[src/rtl/fc_layer_seq.sv]
// Sequential fully connected layer: one pixel per beat MAC'd into
// OUTPUT_CHANNELS lanes, then bias + saturate, one output vector per frame.
// Ports: clk, rst (async high); in_valid/in_ready/in_data/in_last pixel
// stream; w_addr/w_data async weight memory; biases; out_valid/out_ready/
// out_data result stream; frame_err misplaced in_last pulse; busy.
// Macro FC_RELU_EN: apply ReLU before saturation.
module fc_layer_seq #(
  parameter int INPUT_SIZE = 5,
  parameter int INPUT_CHANNELS = 3,
  parameter int OUTPUT_CHANNELS = 3,
  parameter int PX_SIZE = 8,
  parameter int ACC_SIZE = 24,
  localparam int FLAT_INPUT_SIZE =
    INPUT_SIZE * INPUT_SIZE * INPUT_CHANNELS,
  localparam int IDX_W = $clog2(FLAT_INPUT_SIZE)
) (
  input  logic clk,
  input  logic rst,
  input  logic in_valid,
  output logic in_ready,
  input  logic [PX_SIZE-1:0] in_data,
  input  logic in_last,
  output logic [IDX_W-1:0] w_addr,
  input  logic [OUTPUT_CHANNELS*PX_SIZE-1:0] w_data,
  input  logic [OUTPUT_CHANNELS*PX_SIZE-1:0] biases,
  output logic out_valid,
  input  logic out_ready,
  output logic [OUTPUT_CHANNELS*PX_SIZE-1:0] out_data,
  output logic frame_err,
  output logic busy
);

  typedef enum logic [1:0] {
    ACCUM  = 2'd0,
    FINAL  = 2'd1,
    OUTPUT = 2'd2
  } state_t;

  localparam logic [IDX_W-1:0] LAST = IDX_W'(FLAT_INPUT_SIZE - 1);
  localparam logic signed [ACC_SIZE:0] SMAX =
    (ACC_SIZE+1)'(2**(PX_SIZE-1) - 1);
  localparam logic signed [ACC_SIZE:0] SMIN = ~SMAX;
  localparam logic [PX_SIZE-1:0] LMAX = {1'b0, {(PX_SIZE-1){1'b1}}};
  localparam logic [PX_SIZE-1:0] LMIN = {1'b1, {(PX_SIZE-1){1'b0}}};

  state_t state, state_n;
  logic [IDX_W-1:0] count;
  logic signed [ACC_SIZE-1:0] acc [OUTPUT_CHANNELS];
  logic signed [2*PX_SIZE-1:0] prod [OUTPUT_CHANNELS];
  logic [OUTPUT_CHANNELS*PX_SIZE-1:0] res;
  logic signed [ACC_SIZE:0] s;
  logic [PX_SIZE-1:0] b;
  logic beat;
  logic at_last;

  assign in_ready  = (state == ACCUM);
  assign out_valid = (state == OUTPUT);
  assign beat      = in_valid & in_ready;
  assign at_last   = (count == LAST);
  assign w_addr    = count;
  assign busy      = (count != '0) || (state != ACCUM);

  always_ff @(posedge clk or posedge rst) begin
    if (rst) state <= ACCUM;
    else     state <= state_n;
  end

  always_comb begin
    state_n = state;
    unique case (state)
      ACCUM:   if (beat && at_last) state_n = FINAL;
      FINAL:   state_n = OUTPUT;
      OUTPUT:  if (out_ready) state_n = ACCUM;
      default: state_n = ACCUM;
    endcase
  end

  always_comb begin
    for (int o = 0; o < OUTPUT_CHANNELS; o++)
      prod[o] = $signed(in_data) *
                $signed(w_data[o*PX_SIZE +: PX_SIZE]);
  end

  // Sum is one bit wider than acc so the bias add cannot wrap
  always_comb begin
    res = '0;
    s = '0;
    b = '0;
    for (int o = 0; o < OUTPUT_CHANNELS; o++) begin
      b = biases[o*PX_SIZE +: PX_SIZE];
      s = {acc[o][ACC_SIZE-1], acc[o]} +
          {{(ACC_SIZE+1-PX_SIZE){b[PX_SIZE-1]}}, b};
`ifdef FC_RELU_EN
      if (s < 0)
        res[o*PX_SIZE +: PX_SIZE] = '0;
      else if (s > SMAX)
        res[o*PX_SIZE +: PX_SIZE] = LMAX;
      else
        res[o*PX_SIZE +: PX_SIZE] = s[PX_SIZE-1:0];
`else
      if (s > SMAX)
        res[o*PX_SIZE +: PX_SIZE] = LMAX;
      else if (s < SMIN)
        res[o*PX_SIZE +: PX_SIZE] = LMIN;
      else
        res[o*PX_SIZE +: PX_SIZE] = s[PX_SIZE-1:0];
`endif
    end
  end

  always_ff @(posedge clk or posedge rst) begin
    if (rst) begin
      count <= '0;
      out_data <= '0;
      frame_err <= 1'b0;
      for (int o = 0; o < OUTPUT_CHANNELS; o++)
        acc[o] <= '0;
    end else begin
      frame_err <= 1'b0;
      if (beat) begin
        for (int o = 0; o < OUTPUT_CHANNELS; o++)
          acc[o] <= acc[o] +
            {{(ACC_SIZE-2*PX_SIZE){prod[o][2*PX_SIZE-1]}}, prod[o]};
        count <= at_last ? '0 : count + 1'b1;
        frame_err <= (in_last != at_last);
      end
      if (state == FINAL)
        out_data <= res;
      if (state == OUTPUT && out_ready)
        for (int o = 0; o < OUTPUT_CHANNELS; o++)
          acc[o] <= '0;
    end
  end

endmodule
[config.mk]
export PLATFORM = sky130hd
export DESIGN_NAME = fc_layer_seq
export DESIGN_NICKNAME = d
export VERILOG_FILES = /design/src/rtl/fc_layer_seq.sv
export SDC_FILE = /design/constraint.sdc
export NUM_CORES = 1
export LEC_CHECK = 0
export BUFFER_PORTS_ARGS = -buffer_cell sky130_fd_sc_hd__buf_4
export CORE_MARGIN = 2
export CORE_UTILIZATION = 54
export DETAILED_ROUTE_END_ITERATION = 10
export MAX_ROUTING_LAYER = met4
export PLACE_DENSITY = 0.76
export SLEW_MARGIN = 25
export SYNTH_ARGS = -nofsm -noshare
export SYNTH_HDL_FRONTEND = slang
export SYNTH_SLANG_ARGS = --single-unit
[constraint.sdc]
create_clock -name clk -period 3.63 [get_ports clk]
set_input_delay 0.363 -clock clk [delete_from_list [all_inputs] [get_ports clk]]
set_output_delay 0.363 -clock clk [all_outputs]
set_load 0.03 [all_outputs]
# ---- Word level (Yosys, flattened, before mapping)
# Index checks and enable logic that the tools add are counted.
dict set report word_totals {
  out_inout_bits 35
  in_bits 61
  word_cells 51
  reg_bits 106
}
dict set report op_classes {
  multipliers 3
  muxes 13
  n_lt_le_gt_ge 6
  reduce_logical 8
  eq_ne 6
  n_addsub 7
  bitwise 1
}
# op n
set op_table {}
lappend op_table {{$mux 72} 2}
lappend op_table {{$add 24x8->25} 3}
lappend op_table {{$gt 25x8->1 const B} 3}
lappend op_table {{$lt 25x8->1 const B} 3}
lappend op_table {{$add 24x24->24} 3}
lappend op_table {{$mul 8x8->16} 3}
lappend op_table {{$mux 8} 6}
lappend op_table {{$add 7x1->7 const B} 1}
lappend op_table {{$eq 7x7->1 const B} 1}
lappend op_table {{$mux 7} 1}
lappend op_table {{$reduce_bool 7->1} 1}
lappend op_table {{$pmux 2 s3} 1}
lappend op_table {{$mux 2} 2}
lappend op_table {{$ne 2x1->1 const B} 2}
lappend op_table {{$reduce_bool 2->1} 2}
lappend op_table {{$eq 2x1->1 const B} 1}
lappend op_table {{$eq 2x2->1 const B} 1}
lappend op_table {{$logic_and 1x1->1} 2}
lappend op_table {{$logic_not 2->1} 1}
lappend op_table {{$reduce_and 2->1} 1}
lappend op_table {{$and 1x1->1} 1}
lappend op_table {{$logic_or 1x1->1} 1}
lappend op_table {{$mux 1} 1}
lappend op_table {{$ne 1x1->1} 1}

# ---- Depth between registers and ports, before layout
dict set report logic_depth {
  word_depth 5
  ltp_mapped 32
  depth_no_buf 31
}

# ---- Least setup slack after synthesis
# No wires, ideal clock.
dict set report synth_timing {
  path_type {input-to-reg}
  from {input port in_data[1]}
  to {register acc[71] (netlist name)}
  t_arrival_ps 6557
  slack_ps -3009
  cell_stages 29
  path_buffers 1
  required_time_ps 3547
  setup_time_ps 83
  cell_sequence {clkbuf_1 -> nand2_1 -> fa_1 -> fa_1 -> inv_1 -> fa_1 -> inv_1 -> fa_1 -> inv_1 -> ha_1 -> nor2b_1 -> o21a_1 -> o22ai_1 -> o2111a_1 -> nor3_1 -> xnor2_1 -> inv_1 -> ha_1 -> a21o_1 -> a21o_1 -> a21o_1 -> a21o_1 -> a21oi_1 -> nand2b_1 -> o31ai_1 -> o41a_1 -> xor2_1 -> or3_1 -> o21ai_0}
}
dict set report synth_between {
  elab_chain_cells 4
}
# element line
set synth_rtl {}
lappend synth_rtl {{from (decl)} 21} ;# input logic [PX_SIZE-1:0] in_data,
lappend synth_rtl {{$mul 8x8->16} 80} ;# prod[o] = $signed(in_data) *
lappend synth_rtl {{$add 24x24->24} 122} ;# acc[o] <= acc[o] +
lappend synth_rtl {{$mux 72} 120} ;# if (beat) begin
lappend synth_rtl {{$mux 72} 129} ;# if (state == OUTPUT && out_ready)
lappend synth_rtl {{to (signal, indexed assignment)} 122}
lappend synth_rtl {{to (decl)} 48} ;# logic signed [ACC_SIZE-1:0] acc [OUTPUT_CHANNELS];
# No other way between the ends. The select of a mux whose other input is x is not followed.
# A chain may end at the register's enable or synchronous reset.

# ---- Worst setup path after layout
dict set report layout_timing {
  from {input port in_data[3]}
  to {register acc[70] (netlist name)}
}
# The elaborated chain is that of the path after synthesis.

==> impl_metrics.py <==
metrics = {
    "sta": {
        "fmax_ghz": 0.158,
        "finalSetupViolations": 55,
        "hold_violations": 0,
        "fin_crit_ps": 6310,
        "fin_crit_sh": 1.74,
        "layout_setup_ws_ps": -2680,
        "worst_pin_slew_ps": 802,
        "slew_headroom": 0.466,
        "clock-skew-final_ps": 17.8,
        "drv_slew": 0,
        "hold_slack_ps": 128,
        "rsz0062_at_grt": "true",
    },
    "worst_setup_path": {
        "slowest_delay_ps": 550,
        "end_kind": "register",
        "crit_start": "in_data[3]",
        "rr_worst_depth": 13,
        "worstSetupPathType": "in2reg",
        "rr_endpoint": "out_data[0]",
        "rrSetupSlack_ps": 60,
        "cpMostUsedCell": "inv_2",
        "startpoint_type": "input port",
        "endpoint": "acc[70]",
        "cp.arrival_ps": 6540,
        "worstReg2RegStart": "acc[49]",
        "crit_fanout": 3,
        "slowest_stage": "fa_1",
        "crit_required_ps": 3850,
    },
    "cts": {
        "cts.sink_count": 106,
        "clockRootBuffer": "clkbuf_16",
        "htree_num_levels": 3,
        "insertion_delay_ps": 380,
        "cts.path.max_buffers": 2,
        "numCtsBuffers": 9,
        "cts_hold_buf": 0,
        "path_clk_slew_ps": 90,
        "cts_tree": "done",
    },
    "layout": {
        "final_common_cell": "buf_4",
        "seq_area_um2": 2650,
        "fin_nets": 3178,
        "nFillCells": 2237,
        "multi_input_area_um2": 17000,
        "drive_gt1_frac": 0.328,
        "layout_common_cells": "buf_4, inv_1, nand2_1, ha_1, fa_1",
        "antennaDiodeCount": 0,
        "area_delta_synth_final_pct": 36.5,
    },
    "global_routing": {
        "grt_use_total": 0.294,
        "grt_pass1_vias": 18600,
        "grt_overflow": 0,
        "grt_antenna_before_repair": 0,
        "grt_max_degree": 60,
        "grt_pass1_wl_um": 86200,
    },
    "synth": {
        "netlist_area_um2": 18900,
        "synth-compound-area-share": 0.184,
        "syn_area_per_cell_um2": 8.34,
        "synth_ff_type": "dfrtp_1",
        "synth.distinct_cells": 88,
        "ys_async_sr_fraction": 1.00,
        "synth_xor_area_frac": 0.0730,
        "yosys_warnings": 0,
        "yosys-mux-area-fraction": 0.00720,
        "syn-num-nets": 2740,
        "synth_seq_area_share": 0.140,
        "yosys.area_share.simple": 0.184,
        "synth_top_family_by_area": "adder cells",
        "synth_edf_count": 0,
        "synthAdderAreaFrac": 0.336,
        "synth-seq-cells": 106,
        "syn-instance-count": 2273,
    },
    "die": {
        "row_count": 68,
        "fp.dieH_um": 191,
        "die_area_um2": 36600,
        "io-pin-count": 96,
        "die_width_um": 191,
        "start_util": 0.549,
        "core_area_um2": 34500,
    },
    "place": {
        "io_buffers": 95,
        "post-place-ws_ps": -2910,
        "gp_congestion": 0.913,
        "place.detailed.hpwl_um": 39700,
    },
    "drt": {
        "dr.pass1.iters": 6,
        "avgRoutedWirePerCell_um": 18.9,
        "detail_route.wirelength_um": 59900,
        "via_count": 18700,
        "postRouteAntennaNets": 0,
        "drt-initial-drc-count": 1204,
        "avgViaCountPerCell": 5.91,
        "drc": 0,
    },
    "status": {
        "violations": "setup timing",
        "outcome": "finished with violations",
    },
    "run": {
        "cap_violations": 0,
    },
    "min_path": {
        "hp-class": "in2async",
    },
}
==> worst min path at each step <==
| stage | startpoint | end | depth (start not counted) |
|---|---|---|---|
| 3_3_place_gp | out_data[23] | out_data[23] | 2 |
| 5_1_grt | rst | acc[49] | 2 |
| 6_report | rst | acc[49] | 2 |
| 4_1_cts | rst | acc[18] | 2 |
| 2_1_floorplan | out_ready | state[1] | 1 |
| 3_5_place_dp | out_data[23] | out_data[23] | 2 |
==> routing by layer <==
layer,GRT usage,vias up,part of all wire,wire (µm)
met4,0.102,0,0.052,3110
met3,0.0281,240,0.052,3120
met1,0.359,9182,0.39,23100
met5,-,-,0,0
li1,-,8585,-,-
met2,0.510,729,0.51,30600
==> layout make-up <==
cell class / instances / area share
clock buffers: 9 / 0.00871
clock inverters: 7 / 0.00484
inverters: 327 / 0.0479
multi-input cells: 1786 / 0.658
flip-flops and latches: 106 / 0.103
well taps: 455 / 0.0220
repair buffers: 481 / 0.155
==> through the flow <==
step / area, µm² / cells / util / setup TNS [ps]
after CTS: 24600 / 3131 / 0.712 / -84530
after floorplan: 19800 / 2273 / - / -73060
after global placement: 23100 / 3078 / 0.670 / -101540
after detailed placement: 23100 / 3078 / 0.670 / -107040
final: 25900 / 3171 / 0.749 / -95630
after global routing: 25900 / 3171 / 0.749 / -105170
==> timing repair <==
action | CTS | global route
gates cloned | 0 | 1
hold endpoints to repair | 0 | 0
setup endpoints to repair | 62 | 77
gates resized for setup | 195 | 214
buffers inserted | 44 | 48
pin swaps | 121 | 164
==> registers in the layout, summed over array words and instances, names as in the netlist <==
name and cells:
acc 72, out_data 24, w_addr 7, state 2, frame_err 1
==> critical path, delay by kind of cell <==
family,cells,cell delay (ps)
adder cells (fa/ha/maj),6,2570
AO/OA/AOI/OAI,11,1880
buffers and inverters,10,740
AND/OR/NAND/NOR,4,570
XOR/XNOR,2,390
==> synthesized netlist by cell type, types with 39 or more instances <==
cell type / number / share of area
inv_1: 327 / 0.065
ha_1: 235 / 0.16
nand2_1: 184 / 0.036
fa_1: 171 / 0.18
and2_1: 141 / 0.047
o21ai_0: 134 / 0.035
a21oi_1: 125 / 0.033
nor2_1: 111 / 0.022
xnor2_1: 109 / 0.050
dfrtp_1: 106 / 0.14
a21o_1: 62 / 0.025
xor2_1: 49 / 0.023
clkbuf_1: 48 / 0.0095
nor2b_1: 43 / 0.014
nor3_1: 41 / 0.011
nand3_1: 39 / 0.010
==> cell families after synthesis <==
logic type	after synthesis
AND/OR/NAND/NOR	680
adder cells (fa/ha/maj)	406
multiplexers	13
buffers and inverters	381
AO/OA/AOI/OAI	529
flip-flops	106
XOR/XNOR	158
Power is left out: the tool's default activity adds up to more than one toggle a clock period on the data nets, which glitch-free logic cannot reach.
